===== src/rtl/trd_cmd_q_pkg.sv =====
// rtl/trd_cmd_q_pkg.sv - shared types and constants for the thread command queue
// Opcode enum, queue entry layout and default timing constants.
package trd_cmd_q_pkg;

  typedef enum logic [2:0] {
    TRD_NOP  = 3'd0,
    TRD_INIT = 3'd1,
    TRD_KILL = 3'd2,
    TRD_SLP  = 3'd3,
    TRD_WAKE = 3'd4
  } trd_cmd_e;

  localparam int          TRD_Q_DEPTH = 4;
  localparam int          INIT_TMO    = 16;
  localparam logic [31:0] START_PC    = 32'h0000_1000;

  typedef struct packed {
    trd_cmd_e    op;
    logic [2:0]  act;
    logic [2:0]  obj;
    logic [31:0] pc;
  } trd_entry_t;

  // KILL/SLP/WAKE target an existing thread and must be checked against valid_trd
  function automatic logic needs_valid_obj(input trd_cmd_e op);
    return (op == TRD_KILL) || (op == TRD_SLP) || (op == TRD_WAKE);
  endfunction

endpackage


===== src/rtl/trd_cmd_q_if.sv =====
// rtl/trd_cmd_q_if.sv - command and thread_ctrl signal bundle for trd_cmd_q
// master drives commands and pipeline status; slave is the queue.
interface trd_cmd_q_if;
  import trd_cmd_q_pkg::*;

  logic        cmd_vld;
  trd_cmd_e    cmd_op;
  logic [2:0]  cmd_act;
  logic [2:0]  cmd_obj;
  logic [31:0] cmd_pc;
  logic        cmd_rdy;

  logic        stall;
  logic        flush;
  logic        trd_full;
  logic [7:0]  valid_trd;

  logic        init_trd;
  logic        kill;
  logic        slp;
  logic        wake;
  logic [2:0]  act_trd;
  logic [2:0]  obj_trd;
  logic [31:0] init_pc;
  logic [3:0]  q_cnt;
  logic        bad_obj;
  logic        init_tmo;

  modport master (
    output cmd_vld, cmd_op, cmd_act, cmd_obj, cmd_pc,
    output stall, flush, trd_full, valid_trd,
    input  cmd_rdy, init_trd, kill, slp, wake, act_trd, obj_trd, init_pc,
    input  q_cnt, bad_obj, init_tmo
  );

  modport slave (
    input  cmd_vld, cmd_op, cmd_act, cmd_obj, cmd_pc,
    input  stall, flush, trd_full, valid_trd,
    output cmd_rdy, init_trd, kill, slp, wake, act_trd, obj_trd, init_pc,
    output q_cnt, bad_obj, init_tmo
  );

endinterface


===== src/rtl/trd_cmd_fifo.sv =====
// rtl/trd_cmd_fifo.sv - entry storage and pointers for the thread command queue
// Pointers wrap modulo DEPTH; occupancy is a separate counter so full and empty stay distinct.
module trd_cmd_fifo
  import trd_cmd_q_pkg::*;
#(
  parameter  int DEPTH = TRD_Q_DEPTH,
  localparam int AW    = $clog2(DEPTH),
  localparam int CW    = $clog2(DEPTH + 1)
) (
  input  logic          clk,
  input  logic          rst_n,
  input  logic          push_i,
  input  trd_entry_t    wr_data_i,
  input  logic          pop_i,
  input  logic          flush_i,
  output trd_entry_t    rd_data_o,
  output logic [CW-1:0] cnt_o
);

  trd_entry_t    mem_q [DEPTH];
  logic [AW-1:0] wr_ptr_q, wr_ptr_d;
  logic [AW-1:0] rd_ptr_q, rd_ptr_d;
  logic [CW-1:0] cnt_q, cnt_d;

  always_comb begin
    wr_ptr_d = wr_ptr_q;
    rd_ptr_d = rd_ptr_q;
    cnt_d    = cnt_q;
    if (flush_i) begin
      wr_ptr_d = '0;
      rd_ptr_d = '0;
      cnt_d    = '0;
    end else begin
      if (push_i) wr_ptr_d = wr_ptr_q + AW'(1);
      if (pop_i)  rd_ptr_d = rd_ptr_q + AW'(1);
      if (push_i && !pop_i)      cnt_d = cnt_q + CW'(1);
      else if (pop_i && !push_i) cnt_d = cnt_q - CW'(1);
    end
  end

  always_ff @(posedge clk) begin
    if (push_i) mem_q[wr_ptr_q] <= wr_data_i;
  end

  always_ff @(posedge clk or negedge rst_n) begin
    if (!rst_n) begin
      wr_ptr_q <= '0;
      rd_ptr_q <= '0;
      cnt_q    <= '0;
    end else begin
      wr_ptr_q <= wr_ptr_d;
      rd_ptr_q <= rd_ptr_d;
      cnt_q    <= cnt_d;
    end
  end

  assign rd_data_o = mem_q[rd_ptr_q];
  assign cnt_o     = cnt_q;

endmodule


===== src/rtl/trd_cmd_q.sv =====
// rtl/trd_cmd_q.sv - thread command queue between execute and thread_ctrl
// Buffers INIT/KILL/SLP/WAKE, checks legality at the head and issues one strobe per pop.
module trd_cmd_q #(
  parameter int DEPTH    = trd_cmd_q_pkg::TRD_Q_DEPTH,
  parameter int INIT_TMO = trd_cmd_q_pkg::INIT_TMO
) (
  input logic        clk,
  input logic        rst_n,
  trd_cmd_q_if.slave bus
);
  import trd_cmd_q_pkg::*;

  localparam int CW = $clog2(DEPTH + 1);
  localparam int TW = $clog2(INIT_TMO) + 1;

  localparam logic [1:0] S_IDLE  = 2'd0;
  localparam logic [1:0] S_ISSUE = 2'd1;
  localparam logic [1:0] S_HOLD  = 2'd2;

  logic [1:0]    state_q, state_d;
  logic [TW-1:0] wait_q, wait_d;
  logic          bad_obj_q, bad_obj_d;
  logic          init_tmo_q, init_tmo_d;

  trd_entry_t    head, wr_entry;
  logic [CW-1:0] cnt, cnt_nx;
  logic          push, pop, busy, go, held, bad, tmo, issue;

  trd_cmd_fifo #(.DEPTH(DEPTH)) u_fifo (
    .clk       (clk),
    .rst_n     (rst_n),
    .push_i    (push),
    .wr_data_i (wr_entry),
    .pop_i     (pop),
    .flush_i   (bus.flush),
    .rd_data_o (head),
    .cnt_o     (cnt)
  );

  // Ready ignores a same-cycle pop so a full queue never accepts
  assign bus.cmd_rdy = rst_n && (cnt < CW'(DEPTH)) && !bus.flush;
  assign push        = bus.cmd_vld && bus.cmd_rdy && (bus.cmd_op != TRD_NOP);
  assign wr_entry    = '{op: bus.cmd_op, act: bus.cmd_act, obj: bus.cmd_obj, pc: bus.cmd_pc};

  assign busy  = (state_q != S_IDLE);
  assign go    = busy && !bus.stall && !bus.flush;
  assign held  = busy && (head.op == TRD_INIT) && bus.trd_full;
  assign tmo   = held && (wait_q == TW'(INIT_TMO - 1));
  assign bad   = busy && needs_valid_obj(head.op) && !bus.valid_trd[head.obj];
  assign issue = go && !held && !bad;
  assign pop   = go && (!held || tmo);

  always_comb begin
    cnt_nx = cnt;
    if (bus.flush)        cnt_nx = '0;
    else if (push && !pop) cnt_nx = cnt + CW'(1);
    else if (pop && !push) cnt_nx = cnt - CW'(1);
  end

  always_comb begin
    state_d    = S_ISSUE;
    wait_d     = wait_q;
    bad_obj_d  = go && bad;
    init_tmo_d = go && tmo;
    if (cnt_nx == '0)     state_d = S_IDLE;
    else if (held && !pop) state_d = S_HOLD;
    if (bus.flush || pop)  wait_d = '0;
    else if (go && held)   wait_d = wait_q + TW'(1);
  end

  always_ff @(posedge clk or negedge rst_n) begin
    if (!rst_n) begin
      state_q    <= S_IDLE;
      wait_q     <= '0;
      bad_obj_q  <= 1'b0;
      init_tmo_q <= 1'b0;
    end else begin
      state_q    <= state_d;
      wait_q     <= wait_d;
      bad_obj_q  <= bad_obj_d;
      init_tmo_q <= init_tmo_d;
    end
  end

  assign bus.init_trd = issue && (head.op == TRD_INIT);
  assign bus.kill     = issue && (head.op == TRD_KILL);
  assign bus.slp      = issue && (head.op == TRD_SLP);
  assign bus.wake     = issue && (head.op == TRD_WAKE);

  // Fields fall back to idle values whenever the queue is empty, including reset
  assign bus.act_trd  = busy ? head.act : 3'd0;
  assign bus.obj_trd  = busy ? head.obj : 3'd0;
  assign bus.init_pc  = busy ? head.pc  : START_PC;
  assign bus.q_cnt    = 4'(cnt);
  assign bus.bad_obj  = bad_obj_q;
  assign bus.init_tmo = init_tmo_q;

endmodule


===== src/flat_wrapper.sv =====
// flat-port wrapper written by rule: the top's interface ports become plain ports
module trd_cmd_q_flat import trd_cmd_q_pkg::*;
#(
  parameter int DEPTH    = trd_cmd_q_pkg::TRD_Q_DEPTH,
  parameter int INIT_TMO = trd_cmd_q_pkg::INIT_TMO
)
  (clk, rst_n, bus_cmd_vld, bus_cmd_op, bus_cmd_act, bus_cmd_obj, bus_cmd_pc, bus_stall, bus_flush, bus_trd_full, bus_valid_trd, bus_cmd_rdy, bus_init_trd, bus_kill, bus_slp, bus_wake, bus_act_trd, bus_obj_trd, bus_init_pc, bus_q_cnt, bus_bad_obj, bus_init_tmo);
  trd_cmd_q_if bus_i ();
  input logic clk;
  input logic rst_n;
  input wire logic [$bits(bus_i.cmd_vld)-1:0] bus_cmd_vld;
  input wire logic [$bits(bus_i.cmd_op)-1:0] bus_cmd_op;
  input wire logic [$bits(bus_i.cmd_act)-1:0] bus_cmd_act;
  input wire logic [$bits(bus_i.cmd_obj)-1:0] bus_cmd_obj;
  input wire logic [$bits(bus_i.cmd_pc)-1:0] bus_cmd_pc;
  input wire logic [$bits(bus_i.stall)-1:0] bus_stall;
  input wire logic [$bits(bus_i.flush)-1:0] bus_flush;
  input wire logic [$bits(bus_i.trd_full)-1:0] bus_trd_full;
  input wire logic [$bits(bus_i.valid_trd)-1:0] bus_valid_trd;
  output wire logic [$bits(bus_i.cmd_rdy)-1:0] bus_cmd_rdy;
  output wire logic [$bits(bus_i.init_trd)-1:0] bus_init_trd;
  output wire logic [$bits(bus_i.kill)-1:0] bus_kill;
  output wire logic [$bits(bus_i.slp)-1:0] bus_slp;
  output wire logic [$bits(bus_i.wake)-1:0] bus_wake;
  output wire logic [$bits(bus_i.act_trd)-1:0] bus_act_trd;
  output wire logic [$bits(bus_i.obj_trd)-1:0] bus_obj_trd;
  output wire logic [$bits(bus_i.init_pc)-1:0] bus_init_pc;
  output wire logic [$bits(bus_i.q_cnt)-1:0] bus_q_cnt;
  output wire logic [$bits(bus_i.bad_obj)-1:0] bus_bad_obj;
  output wire logic [$bits(bus_i.init_tmo)-1:0] bus_init_tmo;
  assign bus_i.cmd_vld = bus_cmd_vld;
  assign bus_i.cmd_op = bus_cmd_op;
  assign bus_i.cmd_act = bus_cmd_act;
  assign bus_i.cmd_obj = bus_cmd_obj;
  assign bus_i.cmd_pc = bus_cmd_pc;
  assign bus_i.stall = bus_stall;
  assign bus_i.flush = bus_flush;
  assign bus_i.trd_full = bus_trd_full;
  assign bus_i.valid_trd = bus_valid_trd;
  assign bus_cmd_rdy = bus_i.cmd_rdy;
  assign bus_init_trd = bus_i.init_trd;
  assign bus_kill = bus_i.kill;
  assign bus_slp = bus_i.slp;
  assign bus_wake = bus_i.wake;
  assign bus_act_trd = bus_i.act_trd;
  assign bus_obj_trd = bus_i.obj_trd;
  assign bus_init_pc = bus_i.init_pc;
  assign bus_q_cnt = bus_i.q_cnt;
  assign bus_bad_obj = bus_i.bad_obj;
  assign bus_init_tmo = bus_i.init_tmo;
  trd_cmd_q #(.DEPTH(DEPTH), .INIT_TMO(INIT_TMO)) u_core (.clk(clk), .rst_n(rst_n), .bus(bus_i));
endmodule

===== config.mk =====
export PLATFORM = sky130hd
export DESIGN_NAME = trd_cmd_q_flat
export DESIGN_NICKNAME = d
export VERILOG_FILES = /design/src/rtl/trd_cmd_q_pkg.sv /design/src/rtl/trd_cmd_q_if.sv /design/src/rtl/trd_cmd_fifo.sv /design/src/rtl/trd_cmd_q.sv /design/src/flat_wrapper.sv
export SDC_FILE = /design/constraint.sdc
export NUM_CORES = 1
export LEC_CHECK = 0
export CORE_UTILIZATION = 30
export CTS_CLUSTER_SIZE = 16
export DETAILED_ROUTE_END_ITERATION = 6
export GPL_TIMING_DRIVEN = 0
export PLACE_DENSITY_LB_ADDON = 0.25
export SLEW_MARGIN = 20
export SYNTH_ARGS = -nofsm -noshare
export SYNTH_HDL_FRONTEND = slang
export SYNTH_SLANG_ARGS = --single-unit

===== constraint.sdc =====
create_clock -name clk -period 2.56 [get_ports clk]
set_input_delay 0.384 -clock clk [delete_from_list [all_inputs] [get_ports clk]]
set_output_delay 0.384 -clock clk [all_outputs]
set_load 0.02 [all_outputs]

==> metrics.cfg <==
[timing]
setup_slack_ps = -319
fin_skew_ps = 9.75
min_period_ps = 2880
drv_slew = 0
max_freq_mhz = 347
timing.final.crit_share_pct = 112
worstMarginPinSlew_ps = 778
max_slew_margin_pct = 47.9
hold_violations = 0
setup_viol = 20
rsz0062_at_grt = true

[layout]
final_common_cell = edfxtp_1
area_growth_pct = 36.2
layout-drive-gt1-share_pct = 36.7
final_area_sq_um = 9890
nets = 582
antenna_cells = 0
final_cell_mix = edfxtp_1 (164), clkdlybuf4s50_1 (59), mux4_2 (41), buf_6 (32), nor2b_4 (29)
final_core_util_pct = 41.9

[yosys]
synthesis.nets = 443
synth.distinct_cells = 41
synth-edff-count = 164
ys_seq_elements = 180
synthCells = 380
ys_seq_area_share_pct = 73.3
syn_area_sq_um = 7260
async_flop_share_pct = 8.89
ys.flop_type = edfxtp_1
yosysWarningCount = 0
syn_area_per_cell_sq_um = 19.1

[clock_tree]
cts_buffers = 17
cts.sinks = 180
clkTransAtPathRegs_ps = 70
cts_tree = built
clock-root-buffer = clkbuf_16
htree_levels = 4
clock_latency_ps = 420
cts_buffer_depth = 2

[place]
numPortBuffers = 102
pre_cts_slack_ps = -1050
routabilityCongestion = 0.785
placed_area_sq_um = 8690
dp_hpwl_mm = 9.26

[worst_hold_path]
min-delay-path-class = flip-flop to flip-flop

[run]
cap_violations = 0

[floorplan]
row_count = 56
core_sq_um = 23600
io_pins = 104
die_w_um = 158
initial_utilization_pct = 30.7
die_area_sq_um = 24800
die_y_um = 158

[worst_setup_path]
end_kind = primary output
cp.arrival_ps = 2490
critPathLaunchType = flip-flop
ff2ff_setup_slack_ps = 60
required_ps = 2180
cp_max_fo = 3
critPathKind = flip-flop to primary output

[pwr]
p_per_area_nw_per_um2 = 762
ir_drop_mv = 0.416
total_power_w = 0.00754
p_leak_nw = 3.38

[grt]
grt_pass1_wl_mm = 24.6
antenna_found_initial = 0
grt_pass1_vias = 4269
overflow = 0
grt_max_degree = 22
grt_usage_pct = 13.9

[drt]
drt_iter0_drc = 164
vias_per_cell = 4.55
num_vias = 3869
ant_nets = 0
wl_per_cell_um = 19.4
routed_wl_mm = 16.5
drt_first_pass_iters = 4
drc = 0

[status]
failed_checks = setup timing
status = finished, violations left

[state kept, by name, indices dropped and copies added, names as in the netlist]
register and flops:
u_core.u_fifo.mem_q 164, u_core.state_q 2, u_core.u_fifo.cnt_o 3, u_core.wait_q 5, u_core.bus.init_tmo 1, u_core.u_fifo.wr_ptr_q 2
u_core.bus.bad_obj 1, u_core.u_fifo.rd_ptr_q 2
[stage by stage]
stage / cells / TNS (ps) / hold slack [ps]
6_report: 851 / -1900 / 569
5_1_grt: 851 / -5470 / 578
3_5_place_dp: 801 / -201240 / 550
3_3_place_gp: 801 / -244800 / 513
2_1_floorplan: 380 / -17930 / 88.4
4_1_cts: 842 / -1760 / 560
[path summary, 6_finish.rpt]
path,startpoint,end,depth (start not counted)
worst max-delay path,u_core.u_fifo.rd_ptr_q[0],bus_slp,9
worst min-delay path,u_core.wait_q[1],u_core.wait_q[1],2
worst max register to register,u_core.u_fifo.rd_ptr_q[0],u_core.state_q[1],9
worst min register to register,u_core.wait_q[1],u_core.wait_q[1],2
max in group asynchronous,rst_n,u_core.u_fifo.rd_ptr_q[1],2
min in group asynchronous,rst_n,u_core.wait_q[3],2
[kinds of logic (layout without fill, tap and decap cells)]
logic type / count (synthesis) / in the layout / synth area share (%)
muxes: 50 / 50 / 14.0
buffers and inverters: 26 / 174 / 1.55
xor gates and xnor gates: 5 / 5 / 0.603
AOI/OAI and AO/OA: 18 / 18 / 1.74
other: 1 / 1 / 0.0516
DFF: 180 / 180 / 73.3
and+or+nand+nor: 91 / 95 / 7.22
adders and majority gates: 9 / 9 / 1.52
[cell usage after synthesis (all sizes together) (2+ instances only)]
library cell / number / area (sq um)
nor4b: 2 / 32.5
or2: 2 / 12.5
nor3: 5 / 25.0
xnor2: 3 / 26.3
nor3b: 3 / 22.5
ha: 8 / 100
nand2: 10 / 37.5
xor2: 2 / 17.5
or3: 3 / 18.8
dfrtp: 16 / 400
nand2b: 4 / 25.0
mux4: 41 / 923
and2: 4 / 25.0
edfxtp: 164 / 4920
and3: 2 / 12.5
mux2i: 8 / 80.1
a211oi: 3 / 27.5
a21oi: 8 / 51.3
o21ai: 3 / 15.0
clkbuf: 12 / 45.0
nor2: 15 / 56.3
nor2b: 37 / 231
inv: 7 / 26.3
buf: 7 / 41.3
[area by class of cell]
type	instances	area, sq um
fillers	2145	13700
flip-flops and latches	180	5330
multi-input cells	178	2140
repair buffers	118	1220
clock buffers	18	429
well taps	319	399
plain buffers	17	186
clock inverters	14	169
inverters	7	26.3
[metal layers]
metal,GRT usage [%],part of all wire [%],up-vias
met5,0,0,-
met1,17.3,43,2008
met2,23.4,51,78
met4,3.05,0.63,0
met3,4.79,5.3,9
li1,-,-,1774
[repair_timing]
item                                    4_1_cts  5_1_grt
hold buffers                                  1        0
endpoints found under the hold margin        16        0
gates cloned                                  4        4
setup buffers                                 6        5
pin swaps                                    10        4
endpoints found under the setup margin      211      207
gates resized for setup                     205      140
[critical path, cell delays in order (launching register included)]
cell	delay, ps
dfrtp_1	380
buf_6	130
buf_4	130
buf_6	120
buf_4	130
mux4_2	450
mux2i_2	200
a21o_1	220
nor3b_2	160
buf_4	160
[power by group]
group	total (W)	leakage, nW	switching, W	internal [W]
clock	0.00253	0.286	0.00121	0.00131
combinational	0.00173	1.40	0.000848	0.000878
sequential	0.00328	1.70	0.0000278	0.00326
total	0.00754	3.38	0.00209	0.00545
No activity file was read; power rests on OpenSTA's default activity.
